--- src/rtl/relobi_mux.sv ---
// Reliable-OBI N:1 multiplexer. Three independent lanes arbitrate and route
// responses; all lane state is majority-voted back into every lane each cycle.
module relobi_mux #(
  parameter int unsigned NumSbrPorts = 2,
  parameter int unsigned NumMaxTrans = 2,
  parameter int unsigned AChanWidth  = 32,
  parameter int unsigned RChanWidth  = 32,
  parameter bit          UseRReady   = 1'b0,
  parameter bit          Integrity   = 1'b0,
  parameter int unsigned IdxWidth    = (NumSbrPorts > 1) ? $clog2(NumSbrPorts) : 1,
  parameter int unsigned ReqWidth    = AChanWidth + 6,
  parameter int unsigned RspWidth    = RChanWidth + 6
) (
  input  logic                                 clk_i,
  input  logic                                 rst_i,
  input  logic [NumSbrPorts-1:0][ReqWidth-1:0] sbr_ports_req_i,
  output logic [NumSbrPorts-1:0][RspWidth-1:0] sbr_ports_rsp_o,
  output logic [ReqWidth-1:0]                  mgr_port_req_o,
  input  logic [RspWidth-1:0]                  mgr_port_rsp_i,
  output logic [1:0]                           fault_o
);
  // Request word: [2:0] req, [5:3] rready, [ReqWidth-1:6] a channel.
  // Response word: [2:0] gnt, [5:3] rvalid, [RspWidth-1:6] r channel.
  localparam int unsigned PtrWidth = (NumMaxTrans > 1) ? $clog2(NumMaxTrans) : 1;
  localparam int unsigned CntWidth = $clog2(NumMaxTrans + 1);
  localparam int unsigned StWidth  = 2 * IdxWidth + 1 + 2 * PtrWidth + CntWidth;

  if (Integrity) begin : gen_integrity_unsupported
    $fatal(1, "relobi_mux: Integrity=1 is not supported");
  end
  if (NumSbrPorts < 2 || NumMaxTrans < 1) begin : gen_bad_params
    $fatal(1, "relobi_mux: needs NumSbrPorts >= 2 and NumMaxTrans >= 1");
  end

  logic [2:0]                gnt_in, rvalid_in;
  logic [2:0]                lane_req, lane_hs, lane_rready, rvalid_ok, nonempty;
  logic [2:0][IdxWidth-1:0]  sel, head;
  logic [2:0][PtrWidth-1:0]  wptr, rptr;
  logic [2:0][StWidth-1:0]   st_d;
  logic [2:0]                head_flt;
  logic [StWidth-1:0]        st_voted;
  logic [IdxWidth-1:0]       sel_maj;
  logic                      st_flt, sel_flt;
  logic [IdxWidth-1:0]       fifo_q [3][NumMaxTrans];

  assign gnt_in    = mgr_port_rsp_i[2:0];
  assign rvalid_in = mgr_port_rsp_i[5:3];

  for (genvar gi = 0; gi < 3; gi++) begin : gen_lane
    logic [IdxWidth-1:0] rr_ptr_q, rr_ptr_d, locked_idx_q, locked_idx_d;
    logic [IdxWidth-1:0] rr_pick, lane_sel;
    logic                lock_q, lock_d, rr_found, lock_hold, full;
    logic                head_rready, lane_pop;
    logic [PtrWidth-1:0] wptr_q, wptr_d, rptr_q, rptr_d;
    logic [CntWidth-1:0] count_q, count_d;

    always_comb begin
      rr_pick     = rr_ptr_q;
      rr_found    = 1'b0;
      lock_hold   = 1'b0;
      head_rready = 1'b0;
      // First pass: ports at or above the pointer; second pass wraps around.
      for (int p = 0; p < NumSbrPorts; p++) begin
        if (!rr_found && p >= int'(rr_ptr_q) && sbr_ports_req_i[p][gi]) begin
          rr_found = 1'b1;
          rr_pick  = IdxWidth'(p);
        end
      end
      for (int p = 0; p < NumSbrPorts; p++) begin
        if (!rr_found && sbr_ports_req_i[p][gi]) begin
          rr_found = 1'b1;
          rr_pick  = IdxWidth'(p);
        end
      end
      for (int p = 0; p < NumSbrPorts; p++) begin
        if (lock_q && locked_idx_q == IdxWidth'(p) && sbr_ports_req_i[p][gi]) lock_hold = 1'b1;
        if (head[gi] == IdxWidth'(p)) head_rready = sbr_ports_req_i[p][3+gi];
      end
    end

    assign lane_sel  = lock_hold ? locked_idx_q : rr_pick;
    assign full      = (count_q == CntWidth'(NumMaxTrans));
    assign lane_req[gi] = (lock_hold | rr_found) & ~full;
    assign lane_hs[gi]  = lane_req[gi] & gnt_in[gi];
    assign nonempty[gi] = (count_q != '0);
    assign rvalid_ok[gi] = rvalid_in[gi] & nonempty[gi];
    assign lane_rready[gi] = UseRReady ? (nonempty[gi] & head_rready) : 1'b1;
    assign lane_pop = rvalid_ok[gi] & lane_rready[gi];

    always_comb begin
      rr_ptr_d = rr_ptr_q;
      if (lane_hs[gi]) begin
        rr_ptr_d = (lane_sel == IdxWidth'(NumSbrPorts - 1)) ? '0 : lane_sel + IdxWidth'(1);
      end
      lock_d       = lane_req[gi] & ~gnt_in[gi];
      locked_idx_d = lock_d ? lane_sel : locked_idx_q;
      wptr_d = wptr_q;
      rptr_d = rptr_q;
      if (lane_hs[gi]) wptr_d = (wptr_q == PtrWidth'(NumMaxTrans - 1)) ? '0 : wptr_q + PtrWidth'(1);
      if (lane_pop)    rptr_d = (rptr_q == PtrWidth'(NumMaxTrans - 1)) ? '0 : rptr_q + PtrWidth'(1);
      case ({lane_hs[gi], lane_pop})
        2'b10:   count_d = count_q + CntWidth'(1);
        2'b01:   count_d = count_q - CntWidth'(1);
        default: count_d = count_q;
      endcase
    end

    assign st_d[gi] = {rr_ptr_d, lock_d, locked_idx_d, wptr_d, rptr_d, count_d};
    assign sel[gi]  = lane_sel;
    assign wptr[gi] = wptr_q;
    assign rptr[gi] = rptr_q;

    // Every lane reloads from the voted value, so a single upset heals in one cycle.
    always_ff @(posedge clk_i or posedge rst_i) begin
      if (rst_i) begin
        rr_ptr_q     <= '0;
        lock_q       <= 1'b0;
        locked_idx_q <= '0;
        wptr_q       <= '0;
        rptr_q       <= '0;
        count_q      <= '0;
      end else begin
        {rr_ptr_q, lock_q, locked_idx_q, wptr_q, rptr_q, count_q} <= st_voted;
      end
    end
  end

  assign st_voted = (st_d[0] & st_d[1]) | (st_d[0] & st_d[2]) | (st_d[1] & st_d[2]);
  assign st_flt   = |((st_d[0] ^ st_d[1]) | (st_d[1] ^ st_d[2]));
  assign sel_maj  = (sel[0] & sel[1]) | (sel[0] & sel[2]) | (sel[1] & sel[2]);
  assign sel_flt  = |((sel[0] ^ sel[1]) | (sel[1] ^ sel[2]));

  always_ff @(posedge clk_i) begin
    for (int l = 0; l < 3; l++) begin
      if (lane_hs[l]) fifo_q[l][wptr[l]] <= sel[l];
    end
  end

  // Head entry is voted across the three lane copies at this lane's read pointer.
  always_comb begin
    head     = '0;
    head_flt = '0;
    for (int l = 0; l < 3; l++) begin
      head[l] = (fifo_q[0][rptr[l]] & fifo_q[1][rptr[l]]) |
                (fifo_q[0][rptr[l]] & fifo_q[2][rptr[l]]) |
                (fifo_q[1][rptr[l]] & fifo_q[2][rptr[l]]);
      head_flt[l] = nonempty[l] & (|((fifo_q[0][rptr[l]] ^ fifo_q[1][rptr[l]]) |
                                     (fifo_q[1][rptr[l]] ^ fifo_q[2][rptr[l]])));
    end
  end

  always_comb begin
    mgr_port_req_o  = '0;
    sbr_ports_rsp_o = '0;
    fault_o         = '0;
    if (!rst_i) begin
      mgr_port_req_o[2:0] = lane_req;
      mgr_port_req_o[5:3] = lane_rready;
      for (int p = 0; p < NumSbrPorts; p++) begin
        if (sel_maj == IdxWidth'(p)) mgr_port_req_o[ReqWidth-1:6] = sbr_ports_req_i[p][ReqWidth-1:6];
        for (int l = 0; l < 3; l++) begin
          sbr_ports_rsp_o[p][l]   = lane_hs[l] & (sel[l] == IdxWidth'(p));
          sbr_ports_rsp_o[p][3+l] = rvalid_ok[l] & (head[l] == IdxWidth'(p));
        end
        sbr_ports_rsp_o[p][RspWidth-1:6] = mgr_port_rsp_i[RspWidth-1:6];
      end
      // A response with nothing outstanding is dropped and flagged.
      fault_o[0] = st_flt | sel_flt | (|head_flt) | (|(rvalid_in & ~nonempty));
    end
  end

endmodule

--- config.mk ---
export PLATFORM = sky130hd
export DESIGN_NAME = relobi_mux
export DESIGN_NICKNAME = d
export VERILOG_FILES = /design/src/rtl/relobi_mux.sv
export SDC_FILE = /design/constraint.sdc
export NUM_CORES = 1
export LEC_CHECK = 0
export ABC_AREA = 0
export CORE_MARGIN = 4
export CORE_UTILIZATION = 29
export CTS_BUF_LIST = sky130_fd_sc_hd__clkbuf_4 sky130_fd_sc_hd__clkbuf_8 sky130_fd_sc_hd__clkbuf_16
export DETAILED_ROUTE_END_ITERATION = 12
export PLACE_DENSITY_LB_ADDON = 0.12
export SETUP_SLACK_MARGIN = 0.2
export SLEW_MARGIN = 20
export SYNTH_ARGS = -nofsm -noshare
export SYNTH_HDL_FRONTEND = slang
export SYNTH_SLANG_ARGS = --single-unit
--- constraint.sdc ---
create_clock -name clk_i -period 3.5 [get_ports clk_i]
set_input_delay 0.7 -clock clk_i [delete_from_list [all_inputs] [get_ports clk_i]]
set_output_delay 0.7 -clock clk_i [all_outputs]
set_load 0.02 [all_outputs]
==> key figures <==
Outcome
  – Status: finished clean

Global routing
  – Largest net degree at the start of global routing: 40
  – Number of global-route vias before repair: 3347
  – Remaining global-route overflow: 0
  – GRT Util Overall: 20.71%
  – Initial antenna violation count: 0
  – First-pass GRT wire length: 18270 um

CTS
  – CTS tree: built
  – Clock root cell: clkbuf_8
  – Clk sinks: 13
  – CTS Buf Count: 3
  – Clock slew at reported path FFs: 0.06 ns
  – CTS max path bufs: 2
  – H-tree depth: 1
  – Clock latency on the worst-skew pair: 0.25 ns

Yosys
  – EDFF count, synth: 6
  – Sequential cell area fraction in the yosys report: 13.34%
  – Top FF cell, synth: dfrtp_1
  – #FFs+latches synth: 13
  – Distinct cells, synth: 42
  – Mean Syn Cell Area: 7.441 um2
  – Post-synthesis cell count: 358
  – Ys async rst share: 53.85%
  – Synth Net Count: 506
  – Yosys warning count: 0
  – Synthesized cell area: 2664 um2

Setup path
  – Crit start category: input pin
  – Reg-to-reg slack, setup: 1.31 ns
  – CP max-delay cell: nor4_2
  – Critical path arrival: 2.80 ns
  – Setup CP Type: in2out
  – Worst setup EP type: output port
  – Crit path largest cell delay: 0.32 ns
  – WP data required: 2.80 ns
  – CP Cell Sequence: dlygate4sd2_1 > nor3b_2 > buf_4 > buf_4 > ha_1 > inv_1 > ha_1 > nor4_2 > nand4_1 > nor2_1 > nor2_2 > buf_6
  – CP Max Fanout: 4

Finish
  – Fillers: 807
  – Share of post-route cells with drive strength above 1: 27.01%
  – Layout area overhead: 101.3%
  – Nets: 734
  – Register area: 356.6 um2
  – Multi-input logic area: 2173 um2
  – Inserted Diodes: 0

STA
  – Setup Skew: 0.01236 ns
  – Final Hold Fails: 0
  – Worst Slack Setup Final: 0.001748 ns
  – Fin crit period: 3.498 ns
  – Peak Freq: 0.2859 GHz
  – Max-slew violations: 0
  – Fin crit share: 99.95%
  – Final setup fails: 0
  – RSZ-0062 raised after global routing: true

Placement
  – Hpwl dp: 9601 um
  – RePlAce Congestion: 0.8847
  – Port Buffers: 224
  – Place WS: -0.7487 ns

Floorplanning
  – Die W: 103.8 um
  – I/O pin count: 232
  – Vert. Die Dim: 103.8 um
  – Core Region: 8848 um2
  – Starting Density: 30.10%
  – DIE AREA: 10780 um2
  – Core Rows: 34

Power and ir drop
  – Worst VDD drop: 327.4 uV
  – Total power: 0.001918 W
  – PD cells: 357.6 nW/um2
  – Leakage: 2.310 nW

Drt
  – DRT Pass-1 Iters: 4
  – Via count: 3287
  – Wire length per cell: 17.49 um
  – Antenna viol nets, final: 0
  – Via density: 4.743
  – Detailed-route wire length: 12120 um
  – Remaining DRCs: 0
  – Detailed Route Iter0 Violations: 120

Job
  – Max cap viols: 0

Hold path
  – Worst min path class: reg2reg
==> layout by cell type, fill, tap and decap left out, drive strengths merged, types with 2 or more instances in the layout <==
cell type,count
nor4,4
nand2b,3
edfxtp,6
dlygate4sd2,3
clkdlybuf4s15,4
mux2i,35
xnor2,3
clkbuf,16
clkdlybuf4s50,179
clkinv,3
nand4,2
nor3,12
and3,4
nand2,76
a21oi,8
dfrtp,7
o21ai,11
o2bb2ai,4
a211o,3
inv,12
mux2,6
ha,32
nor2,26
nor3b,2
nor2b,34
nand3,2
buf,80
==> flip-flops by register name, indices dropped and copies added, names as in the netlist <==
register,cells
fifo_q,6
gen_lane.count_q,2
gen_lane.lock_q,1
gen_lane.locked_idx_q,1
gen_lane.rptr_q,1
gen_lane.rr_ptr_q,1
gen_lane.wptr_q,1
==> metrics by stage <==
| stage | cell area [um2] | TNS (ns) | utilization [%] | hold slack (ns) | cells |
|---|---|---|---|---|---|
| 2_1_floorplan | 2686 | 0 | - | 0.6085 | 358 |
| 3_3_place_gp | 5047 | -12.61 | 57.04 | 0.6666 | 678 |
| 3_5_place_dp | 5047 | -12.92 | 57.04 | 0.6713 | 678 |
| 4_1_cts | 5294 | 0 | 59.83 | 0.6798 | 688 |
| 5_1_grt | 5363 | -0.08806 | 60.61 | 0.7164 | 693 |
| 6_report | 5363 | 0 | 60.61 | 0.6790 | 693 |
==> cell type report <==
cell class,instances,share of cell area [%]
Timing Repair Buffer,279,48.23
Multi-Input combinational cell,274,40.53
Sequential cell,13,6.650
Tap cell,108,2.520
Inverter,15,1.167
Clock buffer,4,0.9099
==> metal layers <==
layer  GRT usage (%)  vias up  wire length (um)
li1                -     1614                 -
met1           23.11     1532              4739
met2           40.39      121              6484
met3           3.172       20               610
met4           5.318        0               286
met5               0        -                 0
==> worst paths after layout <==
path / to / cells past startpoint / startpoint
worst max register to register: gen_lane[2].count_q[0] / 9 / gen_lane[2].count_q[1]
max in group asynchronous: gen_lane[2].rptr_q / 3 / rst_i
min in group asynchronous: gen_lane[2].rr_ptr_q / 3 / rst_i
worst min-delay path: gen_lane[2].locked_idx_q / 2 / gen_lane[2].locked_idx_q
worst min register to register: gen_lane[2].locked_idx_q / 2 / gen_lane[2].locked_idx_q
worst max-delay path: fault_o[0] / 12 / mgr_port_rsp_i[2]
==> timing repair <==
| action | in CTS | in global routing |
|---|---|---|
| pin swaps | 22 | 19 |
| hold buffers | 0 | 0 |
| setup endpoints to repair | 35 | 38 |
| setup buffers | 6 | 4 |
| gates resized for setup | 152 | 64 |
| cloned | 0 | 1 |
==> cell usage after synthesis, types with 5 or more instances <==
cell type	n	share of area (%)
a21oi_1	7	1.3
buf_4	35	9.9
clkbuf_1	14	2.0
dfrtp_1	7	6.6
edfxtp_1	6	6.8
ha_1	32	15
inv_1	10	1.4
mux2_2	5	2.1
mux2i_1	35	13
nand2_1	76	11
nor2_1	26	3.7
nor2b_1	34	8.0
nor3_1	11	2.1
o21ai_0	8	1.5
==> power by group <==
part           switching [W]  internal, W  leakage (nW)
Clock              0.0000571    0.0000882        0.0262
Combinational       0.000769     0.000788          2.15
Sequential         0.0000195     0.000197         0.132
==> kinds of logic after synthesis <==
kind of cell               Yosys count  share of synthesized area (%)
other                                1                         0.1408
adders and majority gates           32                          15.03
DFF                                 13                          13.34
buffers and inverters               71                          17.43
xor gates and xnor gates             3                         0.9866
and+or+nand+nor                    168                          30.06
muxes                               41                          15.83
AOI/OAI and AO/OA                   29                          7.187
==> worst max-delay path, delay by kind of cell <==
kind	cells	cell delay [ns]
adders and majority gates	2	0.57
buffers and inverters	5	0.72
and+or+nand+nor	5	0.81
(Power assumes the default switching activity.)
